[config.mk]
export PLATFORM = sky130hd
export DESIGN_NAME = wb_sched
export DESIGN_NICKNAME = d
export VERILOG_FILES = /design/src/rtl/wb_pkg.sv /design/src/rtl/wb_rr_arbiter.sv /design/src/rtl/wb_sched.sv
export SDC_FILE = /design/constraint.sdc
export NUM_CORES = 1
export LEC_CHECK = 0
export CELL_PAD_IN_SITES_DETAIL_PLACEMENT = 0
export CELL_PAD_IN_SITES_GLOBAL_PLACEMENT = 1
export CORE_AREA = 2 2 130 132
export CTS_CLUSTER_SIZE = 14
export DETAILED_ROUTE_END_ITERATION = 6
export DIE_AREA = 0 0 132 134
export DONT_BUFFER_PORTS = 1
export PLACE_DENSITY_LB_ADDON = 0.1
export SLEW_MARGIN = 0
export SYNTH_ARGS = -nofsm -noshare
export SYNTH_HDL_FRONTEND = slang
export SYNTH_SLANG_ARGS = --single-unit
[constraint.sdc]
create_clock -name clk -period 2.15 [get_ports clk]
set_input_delay 0.43 -clock clk [delete_from_list [all_inputs] [get_ports clk]]
set_output_delay 0.43 -clock clk [all_outputs]
set_load 0.01 [all_outputs]
[src/rtl/wb_pkg.sv]
// Shared constants and types for the writeback scheduler.
package wb_pkg;

    localparam int REG_ADDR_W = 5;
    localparam int NUM_REGS   = 32;
    localparam int XLEN       = 64;

    // Requester slots on the writeback port
    typedef enum logic [1:0] {
        REQ_ALU  = 2'd0,
        REQ_LOAD = 2'd1,
        REQ_SYS  = 2'd2
    } req_idx_e;

endpackage

[src/rtl/wb_rr_arbiter.sv]
// One-hot grant arbiter for the writeback port.
// WB_SCHED_RR_EN defined: round-robin, search starts one past the last
// grantee, and the pointer only moves when a grant (transfer) happens.
// WB_SCHED_RR_EN undefined: fixed priority, lowest index wins, stateless.
module wb_rr_arbiter #(
    parameter int NUM_REQ = 3
) (
`ifdef WB_SCHED_RR_EN
    input  logic               clk,
    input  logic               reset_n,
`endif
    input  logic [NUM_REQ-1:0] req,
    output logic [NUM_REQ-1:0] grant
);

`ifdef WB_SCHED_RR_EN
    localparam int PTR_W = (NUM_REQ > 1) ? $clog2(NUM_REQ) : 1;

    logic [PTR_W-1:0] ptr_reg;
    logic [PTR_W-1:0] ptr_next;
    logic             found_c;
    int               idx_c;

    // Rotating search from last grantee + 1; first valid requester wins
    always_comb begin
        grant    = '0;
        ptr_next = ptr_reg;
        found_c  = 1'b0;
        idx_c    = 0;
        for (int off = 1; off <= NUM_REQ; off++) begin
            idx_c = int'(ptr_reg) + off;
            if (idx_c >= NUM_REQ) begin
                idx_c = idx_c - NUM_REQ;
            end
            if (!found_c && req[idx_c]) begin
                grant[idx_c] = 1'b1;
                ptr_next     = PTR_W'(idx_c);
                found_c      = 1'b1;
            end
        end
    end

    // Pointer remembers the last grantee; reset value gives requester 0 first turn
    always_ff @(posedge clk or negedge reset_n) begin
        if (!reset_n) begin
            ptr_reg <= PTR_W'(NUM_REQ - 1);
        end else begin
            ptr_reg <= ptr_next;
        end
    end
`else
    // Fixed priority: isolate the lowest set request bit
    always_comb begin
        grant = req & (~req + NUM_REQ'(1));
    end
`endif

endmodule

[src/rtl/wb_sched.sv]
// Writeback scheduler: arbitrates ALU/load/system writebacks onto the single
// register-file write port through a registered write stage, and keeps a
// per-register busy scoreboard for RAW/WAW stalls at issue.
// Optional feature macro: WB_SCHED_RR_EN (round-robin instead of fixed priority).
module wb_sched #(
    parameter int NUM_REQ = 3,
    parameter int XLEN    = wb_pkg::XLEN
) (
    input  logic                    clk,
    input  logic                    reset_n,
    input  logic [NUM_REQ-1:0]      req_valid,
    input  logic [NUM_REQ*5-1:0]    req_addr,
    input  logic [NUM_REQ*XLEN-1:0] req_data,
    output logic [NUM_REQ-1:0]      req_ready,
    input  logic                    rsv_valid,
    input  logic [4:0]              rsv_addr,
    input  logic [4:0]              chk_addr1,
    input  logic [4:0]              chk_addr2,
    input  logic [4:0]              chk_dst,
    output logic                    chk_busy,
    output logic                    wb_en,
    output logic [4:0]              wb_addr,
    output logic [XLEN-1:0]         wb_data,
    output logic [31:0]             sb_busy,
    output logic                    sb_err
);
    import wb_pkg::*;

    logic [NUM_REQ-1:0]    grant;
    logic                  transfer;
    logic [REG_ADDR_W-1:0] sel_addr;
    logic [XLEN-1:0]       sel_data;

    logic                  wb_en_reg;
    logic [REG_ADDR_W-1:0] wb_addr_reg;
    logic [XLEN-1:0]       wb_data_reg;

    logic [NUM_REGS-1:0]   busy_reg;
    logic [NUM_REGS-1:0]   busy_next;
    logic [NUM_REGS-1:0]   set_vec;
    logic [NUM_REGS-1:0]   clr_vec;
    logic                  err_reg;
    logic                  err_next;

    wb_rr_arbiter #(
        .NUM_REQ (NUM_REQ)
    ) u_arb (
`ifdef WB_SCHED_RR_EN
        .clk     (clk),
        .reset_n (reset_n),
`endif
        .req     (req_valid),
        .grant   (grant)
    );

    assign req_ready = grant;
    assign transfer  = |(req_valid & grant);

    // Route the winner's address and data toward the write stage
    always_comb begin
        sel_addr = '0;
        sel_data = '0;
        for (int i = 0; i < NUM_REQ; i++) begin
            if (grant[i]) begin
                sel_addr = req_addr[i*REG_ADDR_W +: REG_ADDR_W];
                sel_data = req_data[i*XLEN +: XLEN];
            end
        end
    end

    // Registered write stage: one-cycle write pulse per transfer; x0 writes are swallowed
    always_ff @(posedge clk or negedge reset_n) begin
        if (!reset_n) begin
            wb_en_reg   <= 1'b0;
            wb_addr_reg <= '0;
            wb_data_reg <= '0;
        end else begin
            wb_en_reg <= transfer && (sel_addr != '0);
            if (transfer) begin
                wb_addr_reg <= sel_addr;
                wb_data_reg <= sel_data;
            end
        end
    end

    // Per-register set/clear; x0 is hardwired not-busy
    assign set_vec[0]   = 1'b0;
    assign clr_vec[0]   = 1'b0;
    assign busy_next[0] = 1'b0;

    genvar gi;
    generate
        for (gi = 1; gi < NUM_REGS; gi++) begin : g_sb
            assign set_vec[gi]   = rsv_valid && (rsv_addr == REG_ADDR_W'(gi));
            assign clr_vec[gi]   = wb_en_reg && (wb_addr_reg == REG_ADDR_W'(gi));
            // A same-edge reservation wins: it represents a newer outstanding write
            assign busy_next[gi] = set_vec[gi] | (busy_reg[gi] & ~clr_vec[gi]);
        end
    endgenerate

    // Double reservation of a still-busy register (not being retired) is sticky
    assign err_next = err_reg | (|(set_vec & busy_reg & ~clr_vec));

    // Scoreboard and error flag state
    always_ff @(posedge clk or negedge reset_n) begin
        if (!reset_n) begin
            busy_reg <= '0;
            err_reg  <= 1'b0;
        end else begin
            busy_reg <= busy_next;
            err_reg  <= err_next;
        end
    end

    // Issue-side hazard check, no bypass from the write stage
    assign chk_busy = busy_reg[chk_addr1] | busy_reg[chk_addr2] | busy_reg[chk_dst];

    assign wb_en   = wb_en_reg;
    assign wb_addr = wb_addr_reg;
    assign wb_data = wb_data_reg;
    assign sb_busy = busy_reg;
    assign sb_err  = err_reg;

endmodule

### After elaboration in Yosys (flattened, before gate mapping)

Cells that the tools add are included.

* output and inout bits: 107
* word-level logic and storage cells: 251
* bits in registers: 102
* input bits: 233

* $add $sub $neg: 1
* $lt $le $gt $ge: 3
* equal/unequal tests: 62
* multiplexer cells: 12
* reductions and logical operators: 66
* bitwise gates (word level): 102

Operators by type and width (count)
* $mux W64: 3
* $eq A5 B5 Y1 const B: 32
* $eq A5 B4 Y1 const B: 16
* $and A32 B32 Y32: 2
* $logic_and A1 B1 Y1: 63
* $eq A5 B3 Y1 const B: 8
* $or A1 B1 Y1: 34
* $not A32 Y32: 1
* $reduce_or A32 Y1: 1
* $and A1 B1 Y1: 31
* $not A1 Y1: 31
* $eq A5 B2 Y1 const B: 4
* $lt A5 B6 Y1 const B: 3
* $bmux W1 S5: 3
* $mux W5: 3
* $eq A5 B1 Y1 const B: 2
* $and A3 B3 Y3: 2
* $reduce_bool A5 Y1: 1
* $add A3 B1 Y3 const B: 1
* $mux W1: 3
* $not A3 Y3: 1
* $reduce_or A3 Y1: 1

### Depth between registers and ports, before layout

Gate-level depths: netlist of run 1.

* depth in word-level cells: 8
* mapped depth: 7
* depth with buffers taken out: 5

### Cells and area by module

A second synthesis of run 1 with hierarchy kept.

* cell total of the unflattened synthesis: 727
* area, all modules: 6199.7 um2

Modules (own cells, without submodules)
* wb_sched: cells each 724, seq. area each 2552.4 um2, instances 1, area an instance 6173.4 um2
* wb_rr_arbiter: cells each 3, seq. area each 0.0 um2, instances 1, area an instance 26.3 um2

### Worst setup path after synthesis of run 1

OpenSTA, ideal clock, no wires.

* path type: in2out
* start point: input chk_addr1[2]
* end point: output chk_busy
* path buffers: 1
* cell stages on the path: 6
* required time: 1.720 ns
* data arrival time: 1.886 ns
* setup slack: -0.166 ns
* cells stage by stage: clkbuf_1 > mux4_2 > o21ai_1 > a21oi_1 > nor4_1 > o211ai_1

* word-level cells in the longest chain between the ends: 4

Ends and longest elaborated chain
* start: declaration: line wb_sched.sv:17 `input logic [4:0] chk_addr1,`
* $bmux W1 S5: line wb_sched.sv:116 `assign chk_busy = busy_reg[chk_addr1] | busy_reg[chk_addr2] | busy_reg[chk_dst];`
* $mux W1 (not written as such): line wb_sched.sv:116
* $or A1 B1 Y1 (2 in series): line wb_sched.sv:116
* end: declaration: line wb_sched.sv:20 `output logic chk_busy,`

No other way between the ends. The select of a mux whose other input is x is not followed.

### Worst setup path in the final report of run 1

* start point: register busy_reg[17], in the netlist sb_busy[17]
* end point: output chk_busy

* word-level cells in the longest chain between the ends: 4
* elaborated cells on any way between the ends: 8
* classes of those cells: 6 x mux; 2 x bitwise

Ends and longest elaborated chain
* start: declaration: line wb_sched.sv:38 `logic [NUM_REGS-1:0] busy_reg;`
* start signal: assignment: line wb_sched.sv:110 `busy_reg <= busy_next;`
* $bmux W1 S5: line wb_sched.sv:116
* $mux W1 (not written as such): line wb_sched.sv:116
* $or A1 B1 Y1: line wb_sched.sv:116
* $or A1 B1 Y1 *: line wb_sched.sv:116

Mark *: on every way between the ends. The rest lies on a longest branch, timed or not. The select of a mux whose other input is x is not followed.

==> results of run 1 <==
==> worst max-delay path: stages, from the launching register on <==
cell and delay, ns:
dfrtp_1 0.42, mux4_2 0.49, o21ai_2 0.17, o221ai_2 0.13, nor4_2 0.32, o211ai_1 0.20
==> cell families after synthesis <==
| kind of cell | count (synthesis) | share of synthesized area |
|---|---|---|
| muxes | 99 | 0.192 |
| DFF | 102 | 0.397 |
| and+or+nand+nor | 256 | 0.179 |
| other | 1 | 0.000583 |
| AOI/OAI and AO/OA | 213 | 0.191 |
| buffers and inverters | 61 | 0.0405 |
==> synth_stat cells, drive strengths merged (2+ instances only) <==
cell type    n
mux2         6
dfrtp      102
nor2b        4
and4bb       2
nor3         3
a21o         4
nand2b       5
and4b        3
o2111ai     25
clkbuf      35
o211ai       5
inv          2
o22ai        5
a21oi       70
nor2        71
nand3        2
nor4         4
and3b        4
or2          2
nand4b       4
nand4bb      3
mux4        19
nand2      140
o21ai      100
mux2i       74
buf         24
==> routing by layer <==
layer  wire (um)  part of all wire  vias to the layer above
li1            -                 -                     2661
met1        8760              0.39                     2742
met2       10700              0.48                      326
met3        2270              0.10                       35
met4         644             0.029                        0
met5           0                 0                        -
==> timing repair <==
item / 4_1_cts / 5_1_grt
setup endpoints to repair: 1 / 2
buffers inserted: 0 / 2
pin swaps: 1 / 4
hold endpoints to repair: 102 / 102
resized for setup: 3 / 2
==> area by class of cell <==
cell class	count	area share
Timing Repair Buffer	64	0.0672
Clock inverter	5	0.00810
Clock buffer	10	0.0329
Multi-Input combinational cell	569	0.501
Inverter	2	0.00103
Sequential cell	102	0.352
Tap cell	220	0.0379
==> stage by stage <==
step / hold slack (ns) / util / setup TNS (ns)
3_5_place_dp: 0.136 / 0.425 / -0.0868
2_1_floorplan: 0.134 / - / -0.000847
6_report: -0.227 / 0.446 / -0.361
5_1_grt: -0.249 / 0.446 / -0.479
4_1_cts: -0.244 / 0.444 / -0.333
3_3_place_gp: 0.136 / 0.425 / -0.0614
==> worst max path at each step <==
stage | from | endpoint | slack [ns] | cells after the start
after floorplan | chk_addr1[2] | chk_busy | -0.0008 | 6
after detailed placement | chk_addr1[4] | chk_busy | -0.09 | 5
after global placement | chk_addr1[4] | chk_busy | -0.06 | 5
after global routing | sb_busy[15]$_DFF_PN0_ | chk_busy | -0.48 | 6
final | sb_busy[17]$_DFF_PN0_ | chk_busy | -0.36 | 5
after CTS | sb_busy[17]$_DFF_PN0_ | chk_busy | -0.33 | 5
==> where the power goes <==
| group | switching (mW) | internal (mW) | total, mW |
|---|---|---|---|
| registers | 0.463 | 2.26 | 2.72 |
| clock network | 0.738 | 0.931 | 1.67 |
| logic | 0.986 | 1.04 | 2.02 |
==> summary.txt, run 1 <==
Status
  • Outcome: finished, violations left
  • Violated checks: negative hold slack, negative setup slack

Floorplan
  • Die W: 132 um
  • Total Die Area: 0.0177 mm2
  • CORE AREA: 0.0163 mm2
  • IO Pins: 340
  • # rows: 47
  • Chip height: 134 um
  • Initial Util: 0.395

Layout
  • Max FFs per register: 64
  • Register area: 0.00255 mm2
  • Most frequent cells in the layout: 140 x nand2_1, 102 x dfrtp_1, 97 x o21ai_0
  • Commonest non-fill, non-tap cell in the layout: nand2_1
  • N_diodes: 0
  • Fillcell total: 1648
  • Area growth syn-to-layout: 12.9%
  • Final Cell Area: 0.00726 mm2
  • Footprint of the multi-input gates: 0.00364 mm2
  • Final nets: 981
  • Share of cells above drive strength 1: 0.149
  • Post-route non-filler standard cell count: 972

GRT
  • Gr ovfl total: 0
  • Global-route wire length before repair: 34000 um
  • Gr busiest metal: met2
  • Initial antenna violation count: 0
  • Gr usage total: 0.247
  • Largest net degree at the start of global routing: 144
  • Met1 usage: 0.310
  • Met3 usage: 0.0854
  • Met2 global-route usage: 0.397
  • Vias in the first global route: 5724

Setup path
  • FF-to-FF path depth: 5
  • Reg-to-reg slack, setup: 0.13 ns
  • CP required: 1.72 ns
  • Worst setup SP type: flop
  • FF-to-FF End: sb_err$_DFF_PN0_
  • Worst setup EP type: primary output
  • R2r startpoint: wb_addr[1]$_DFFE_PN0P_
  • Crit-path max FO: 4
  • Setup Crit Path Kind: flop to primary output
  • CP arrival: 2.08 ns

Clocking
  • Total CTS buffers: 9
  • Max H-tree Level: 3
  • CTS tree: done
  • # clock sinks: 102
  • Clock Tree Buf Depth: 2
  • Latest clock arrival within the worst-skew pair: 0.34 ns
  • Clk pin slew, worst setup/hold paths: 0.07 ns
  • Root buf cell: clkbuf_16

Timing
  • Clock skew: 0.00728 ns
  • Max frequency: 0.398 GHz
  • Final setup fails: 1
  • RSZ-0062 raised after global routing: yes
  • Slew Limit Fails: 0
  • Actual slew at the worst max-slew pin: 1.06 ns
  • Setup WS post-layout: -0.361 ns
  • Max-Slew Margin vs Limit: 0.291
  • Fin crit share: 1.17
  • Tmin final: 2.51 ns
  • Final Hold Fails: 102
  • Hold WS: -0.227 ns

Synth
  • Net Count, Synth: 965
  • Post-Syn Area: 0.00643 mm2
  • Synth warn: 0
  • Post-synth top area share: 0.397
  • Syn Inst Count: 732
  • Most used DFF post-synth: dfrtp_1
  • Post-synthesis register bit count: 102
  • Ranking of synthesized cells by area: dfrtp_1 40%, mux2i_1 12%, nand2_1 8.2%
  • Share of the yosys chip area belonging to registers: 0.397
  • Async SR Flop Fraction: 1.00
  • Synth area leader: dfrtp_1
  • Number of flops mapped to enable cells by yosys: 0
  • Cell variety after synth: 49
  • Syn avg cell area: 8.78 um2

Power and ir drop
  • Power Density: 884 mW/mm2
  • Static leakage: 3.11 nW
  • Total power: 6.42 mW
  • Maximum VDD drop: 0.366 mV

Drt
  • DR pass1 iterations: 5
  • Via/cell ratio: 5.93
  • Detail Route Antenna Nets: 0
  • DR iter-0 viols: 357
  • Routed Wire Length: 22300 um
  • # DRC: 0
  • Via count: 5764
  • Wire per inst: 23.0 um

Place
  • Area post-placement: 0.00692 mm2
  • RePlAce Congestion: 0.935
  • DP Cell Count: 955
  • Post-Place Worst Slack: -0.0868 ns
  • Detail Placement HPWL: 17100 um
  • IO Port Bufs: 0

Min path
  • Hold Path Class: primary input to async pin

Job
  • Max capacitance violation total: 0
No activity file was read; power rests on OpenSTA's default activity.
==> run 2: changes to the inputs <==
--- a/config.mk
+++ b/config.mk
@@ -13,6 +13,7 @@
 export DIE_AREA = 0 0 132 134
 export DONT_BUFFER_PORTS = 1
 export PLACE_DENSITY_LB_ADDON = 0.1
+export SKIP_CTS_REPAIR_TIMING = 1
 export SLEW_MARGIN = 0
 export SYNTH_ARGS = -nofsm -noshare
 export SYNTH_HDL_FRONTEND = slang
==> summary.txt, run 2 (synthesized netlist as in run 1, its figures left out) <==
Status
  • Outcome: finished, violations left
  • Violated checks: negative hold slack, negative setup slack

Place
  • Detail Placement HPWL: 17100 um
  • DP Cell Count: 955
  • Post-Place Worst Slack: -0.0868 ns
  • IO Port Bufs: 0
  • Area post-placement: 0.00692 mm2
  • RePlAce Congestion: 0.935

Drt
  • Wire per inst: 23.0 um
  • DR iter-0 viols: 382
  • # DRC: 0
  • Routed Wire Length: 22300 um
  • Via/cell ratio: 5.90
  • DR pass1 iterations: 5
  • Detail Route Antenna Nets: 0
  • Via count: 5739

Timing
  • RSZ-0062 raised after global routing: yes
  • Tmin final: 2.51 ns
  • Actual slew at the worst max-slew pin: 1.10 ns
  • Fin crit share: 1.17
  • Clock skew: 0.00712 ns
  • Max frequency: 0.398 GHz
  • Hold WS: -0.227 ns
  • Final setup fails: 1
  • Slew Limit Fails: 0
  • Final Hold Fails: 102
  • Max-Slew Margin vs Limit: 0.267
  • Setup WS post-layout: -0.364 ns

GRT
  • Gr busiest metal: met2
  • Gr usage total: 0.247
  • Met2 global-route usage: 0.397
  • Vias in the first global route: 5725
  • Met3 usage: 0.0854
  • Largest net degree at the start of global routing: 144
  • Met1 usage: 0.310
  • Initial antenna violation count: 0
  • Global-route wire length before repair: 34000 um
  • Gr ovfl total: 0

Layout
  • Final Cell Area: 0.00726 mm2
  • Share of cells above drive strength 1: 0.150
  • Final nets: 982
  • Post-route non-filler standard cell count: 973
  • Max FFs per register: 64
  • Commonest non-fill, non-tap cell in the layout: nand2_1
  • Area growth syn-to-layout: 12.9%
  • Most frequent cells in the layout: 140 x nand2_1, 102 x dfrtp_1, 97 x o21ai_0
  • N_diodes: 0
  • Util after Layout: 0.446

Setup path
  • Setup crit start: sb_busy[17]$_DFF_PN0_
  • Crit-path max FO: 4
  • Reg-to-reg slack, setup: 0.13 ns
  • Worst setup SP type: flop
  • R2r startpoint: wb_addr[1]$_DFFE_PN0P_
  • Critical path endpoint: chk_busy
  • Worst setup EP type: primary output
  • CP arrival: 2.08 ns
  • FF-to-FF End: sb_err$_DFF_PN0_
  • CP required: 1.72 ns
  • Setup Crit Path Kind: flop to primary output
  • FF-to-FF path depth: 5

Power and ir drop
  • Clock share of power: 0.261
  • Combinational power share: 0.316
  • Static leakage: 3.12 nW
  • Switch share: 0.341
  • Switching power: 2.19 mW
  • Maximum VDD drop: 0.369 mV
  • Internal: 4.23 mW
  • Power Density: 885 mW/mm2
  • Seq pwr share: 0.423

Clocking
  • Max H-tree Level: 3
  • Total CTS buffers: 9
  • Clk pin slew, worst setup/hold paths: 0.07 ns
  • # clock sinks: 102
  • Clock Tree Buf Depth: 2
  • Latest clock arrival within the worst-skew pair: 0.35 ns
  • CTS tree: done
  • Root buf cell: clkbuf_16

Job
  • Max capacitance violation total: 0

Floorplan
  • Chip height: 134 um
  • Die W: 132 um
  • IO Pins: 340
  • CORE AREA: 0.0163 mm2
  • # rows: 47
  • Total Die Area: 0.0177 mm2
  • Initial Util: 0.395

Min path
  • Hold Path Class: primary input to async pin
-- run 2: routing by layer --
layer / up-vias / wire length (um)
met3: 40 / 2240
met2: 314 / 10700
met5: - / 0
li1: 2665 / -
met1: 2720 / 8770
met4: 0 / 669
-- run 2: cell type report --
type / count / area (um2)
Timing Repair Buffer: 65 / 488
Clock inverter: 5 / 58.8
Clock buffer: 10 / 239
Sequential cell: 102 / 2550
Tap cell: 220 / 275
Fill cell: 1649 / 9030
Multi-Input combinational cell: 569 / 3640
Inverter: 2 / 7.51
-- run 2: worst min path at each step --
stage	from	end	depth (start not counted)
6_report	reset_n	wb_data[47]$_DFFE_PN0P_	0
5_1_grt	reset_n	wb_data[32]$_DFFE_PN0P_	0
4_1_cts	reset_n	wb_data[36]$_DFFE_PN0P_	0
3_5_place_dp	reset_n	wb_data[47]$_DFFE_PN0P_	0
3_3_place_gp	reset_n	wb_data[47]$_DFFE_PN0P_	0
2_1_floorplan	reset_n	sb_busy[10]$_DFF_PN0_	0
-- run 2: through the flow --
stage,total power [mW],setup TNS (ns)
5_1_grt,6.76,-0.469
3_5_place_dp,4.73,-0.0868
6_report,6.42,-0.364
2_1_floorplan,3.79,-0.000847
3_3_place_gp,4.70,-0.0614
4_1_cts,6.43,-0.418
-- run 2: power groups by stage --
stage,clock (mW),combinational (mW),sequential [mW]
3_3_place_gp,0,1.98,2.72
4_1_cts,1.74,1.99,2.71
5_1_grt,1.80,2.21,2.76
3_5_place_dp,0,1.98,2.75
6_report,1.67,2.03,2.72
2_1_floorplan,0,1.03,2.76
-- run 2: worst max-delay path, cell delays in order (launching register included) --
cell and delay, ns:
dfrtp_1 0.42, mux4_2 0.49, o21ai_2 0.17, o221ai_2 0.13, nor4_2 0.32, o211ai_1 0.21
==> run 3: changes to the inputs <==
--- a/config.mk
+++ b/config.mk
@@ -12,7 +12,7 @@
 export DETAILED_ROUTE_END_ITERATION = 6
 export DIE_AREA = 0 0 132 134
 export DONT_BUFFER_PORTS = 1
-export PLACE_DENSITY_LB_ADDON = 0.1
+export PLACE_DENSITY = 0.82
 export SKIP_CTS_REPAIR_TIMING = 1
 export SLEW_MARGIN = 0
 export SYNTH_ARGS = -nofsm -noshare
==> summary.txt, run 3 (synthesized netlist as in run 1, its figures left out) <==
Timing
  • Setup WS post-layout: -0.360 ns
  • Final setup fails: 1
  • RSZ-0062 raised after global routing: yes
  • Max-Slew Margin vs Limit: 0.387
  • Max frequency: 0.398 GHz
  • Actual slew at the worst max-slew pin: 0.918 ns
  • Hold WS: -0.226 ns
  • Slew Limit Fails: 0
  • Final Hold Fails: 102
  • Fin crit share: 1.17
  • Clock skew: 0.00697 ns
  • Setup Total Neg Slack: -0.360 ns
  • Tmin final: 2.51 ns

GRT
  • Gr ovfl total: 0
  • Vias in the first global route: 5590
  • Largest net degree at the start of global routing: 144
  • Initial antenna violation count: 0
  • Global-route wire length before repair: 33600 um
  • Gr usage total: 0.247

Setup path
  • Crit-path max FO: 4
  • CP required: 1.72 ns
  • Max incr delay on CP: 0.48 ns
  • Slowest-stage cell, CP: mux4_2
  • Most frequent CP cell: mux4_2
  • Setup Crit Path Kind: flop to primary output
  • CP arrival: 2.08 ns
  • Worst setup SP type: flop
  • Worst-path cell chain: buf_4 -> mux4_2 -> mux4_2 -> nand2b_1 -> o211ai_1
  • Worst setup EP type: primary output

Layout
  • Area growth syn-to-layout: 10.1%
  • Share of cells above drive strength 1: 0.128
  • Final Cell Area: 0.00708 mm2
  • N_diodes: 0
  • Final nets: 961
  • Fillcell total: 1567
  • Footprint of the multi-input gates: 0.00364 mm2
  • Commonest non-fill, non-tap cell in the layout: nand2_1
  • Max FFs per register: 64
  • Register area: 0.00255 mm2
  • Most frequent cells in the layout: 140 x nand2_1, 100 x dfrtp_1, 97 x o21ai_0

Place
  • IO Port Bufs: 0
  • Detail Placement HPWL: 17400 um
  • Area post-placement: 0.00673 mm2
  • Post-Place Worst Slack: 0.0418 ns
  • RePlAce Congestion: 0.934

Clocking
  • Total CTS buffers: 9
  • # clock sinks: 102
  • Root buf cell: clkbuf_16
  • Clk pin slew, worst setup/hold paths: 0.07 ns
  • CTS tree: done
  • Max H-tree Level: 3
  • Latest clock arrival within the worst-skew pair: 0.35 ns
  • Clock Tree Buf Depth: 2

Floorplan
  • Initial Util: 0.395
  • CORE AREA: 0.0163 mm2
  • IO Pins: 340
  • # rows: 47
  • Total Die Area: 0.0177 mm2
  • Die W: 132 um
  • Chip height: 134 um

Drt
  • Detail Route Antenna Nets: 0
  • Wire per inst: 23.8 um
  • # DRC: 0
  • DR pass1 iterations: 5
  • Routed Wire Length: 22600 um
  • Via count: 5890
  • DR iter-0 viols: 434
  • Via/cell ratio: 6.19

Power and ir drop
  • Maximum VDD drop: 0.456 mV
  • Static leakage: 3.01 nW
  • Power Density: 867 mW/mm2
  • Total power: 6.14 mW

Job
  • Max capacitance violation total: 0

Status
  • Outcome: finished, violations left
  • Violated checks: negative hold slack, negative setup slack

Min path
  • Hold Path Class: primary input to async pin
run 3: cell count changes in the layout (fill, tap and decap cells not counted), sizes merged:
cell,previous run,this run
buf,65,44
bufinv,1,0
clkinv,1,2
run 3: critical path: cells and delay by family, from the launching register on:
family / cells / cell delay, ns
buf+inv: 1 / 0.15
mux: 2 / 0.94
simple gates: 1 / 0.08
flops: 1 / 0.42
compound gates: 1 / 0.15
run 3: stage by stage:
step	instances	utilization
2_1_floorplan	732	-
3_3_place_gp	930	0.413
3_5_place_dp	930	0.413
4_1_cts	945	0.430
5_1_grt	952	0.435
6_report	952	0.435
run 3: final cells by class:
cell class                      count  area share
Clock buffer                       10      0.0338
Inverter                            2     0.00106
Tap cell                          220      0.0389
Sequential cell                   102       0.361
Multi-Input combinational cell    569       0.514
Timing Repair Buffer               44      0.0467
Clock inverter                      5     0.00477
run 3: path summary, 6_finish.rpt:
check | startpoint | slack (ns) | depth (start not counted) | to
setup reg to reg | wb_addr[0]$_DFFE_PN0P_ | 0.05 | 5 | sb_err$_DFF_PN0_
hold reg to reg | sb_err$_DFF_PN0_ | 0.64 | 2 | sb_err$_DFF_PN0_
hold / removal | reset_n | -0.23 | 0 | wb_data[47]$_DFFE_PN0P_
setup / recovery | sb_busy[15]$_DFF_PN0_ | -0.36 | 5 | chk_busy
max in group asynchronous | reset_n | 2.24 | 0 | sb_busy[15]$_DFF_PN0_
min in group clk | req_valid[0] | 0.19 | 1 | wb_data[18]$_DFFE_PN0P_
run 3: metal layers:
layer,global-route usage,vias to the layer above,part of all wire
met5,0,-,0
met2,0.389,394,0.47
met1,0.314,2815,0.38
met4,0.0966,0,0.033
li1,-,2626,-
met3,0.0869,55,0.12
run 3: power by group:
group | switching [mW] | total (mW) | internal, mW
combinational | 0.833 | 1.76 | 0.922
sequential | 0.572 | 2.83 | 2.26
clock | 0.740 | 1.55 | 0.811
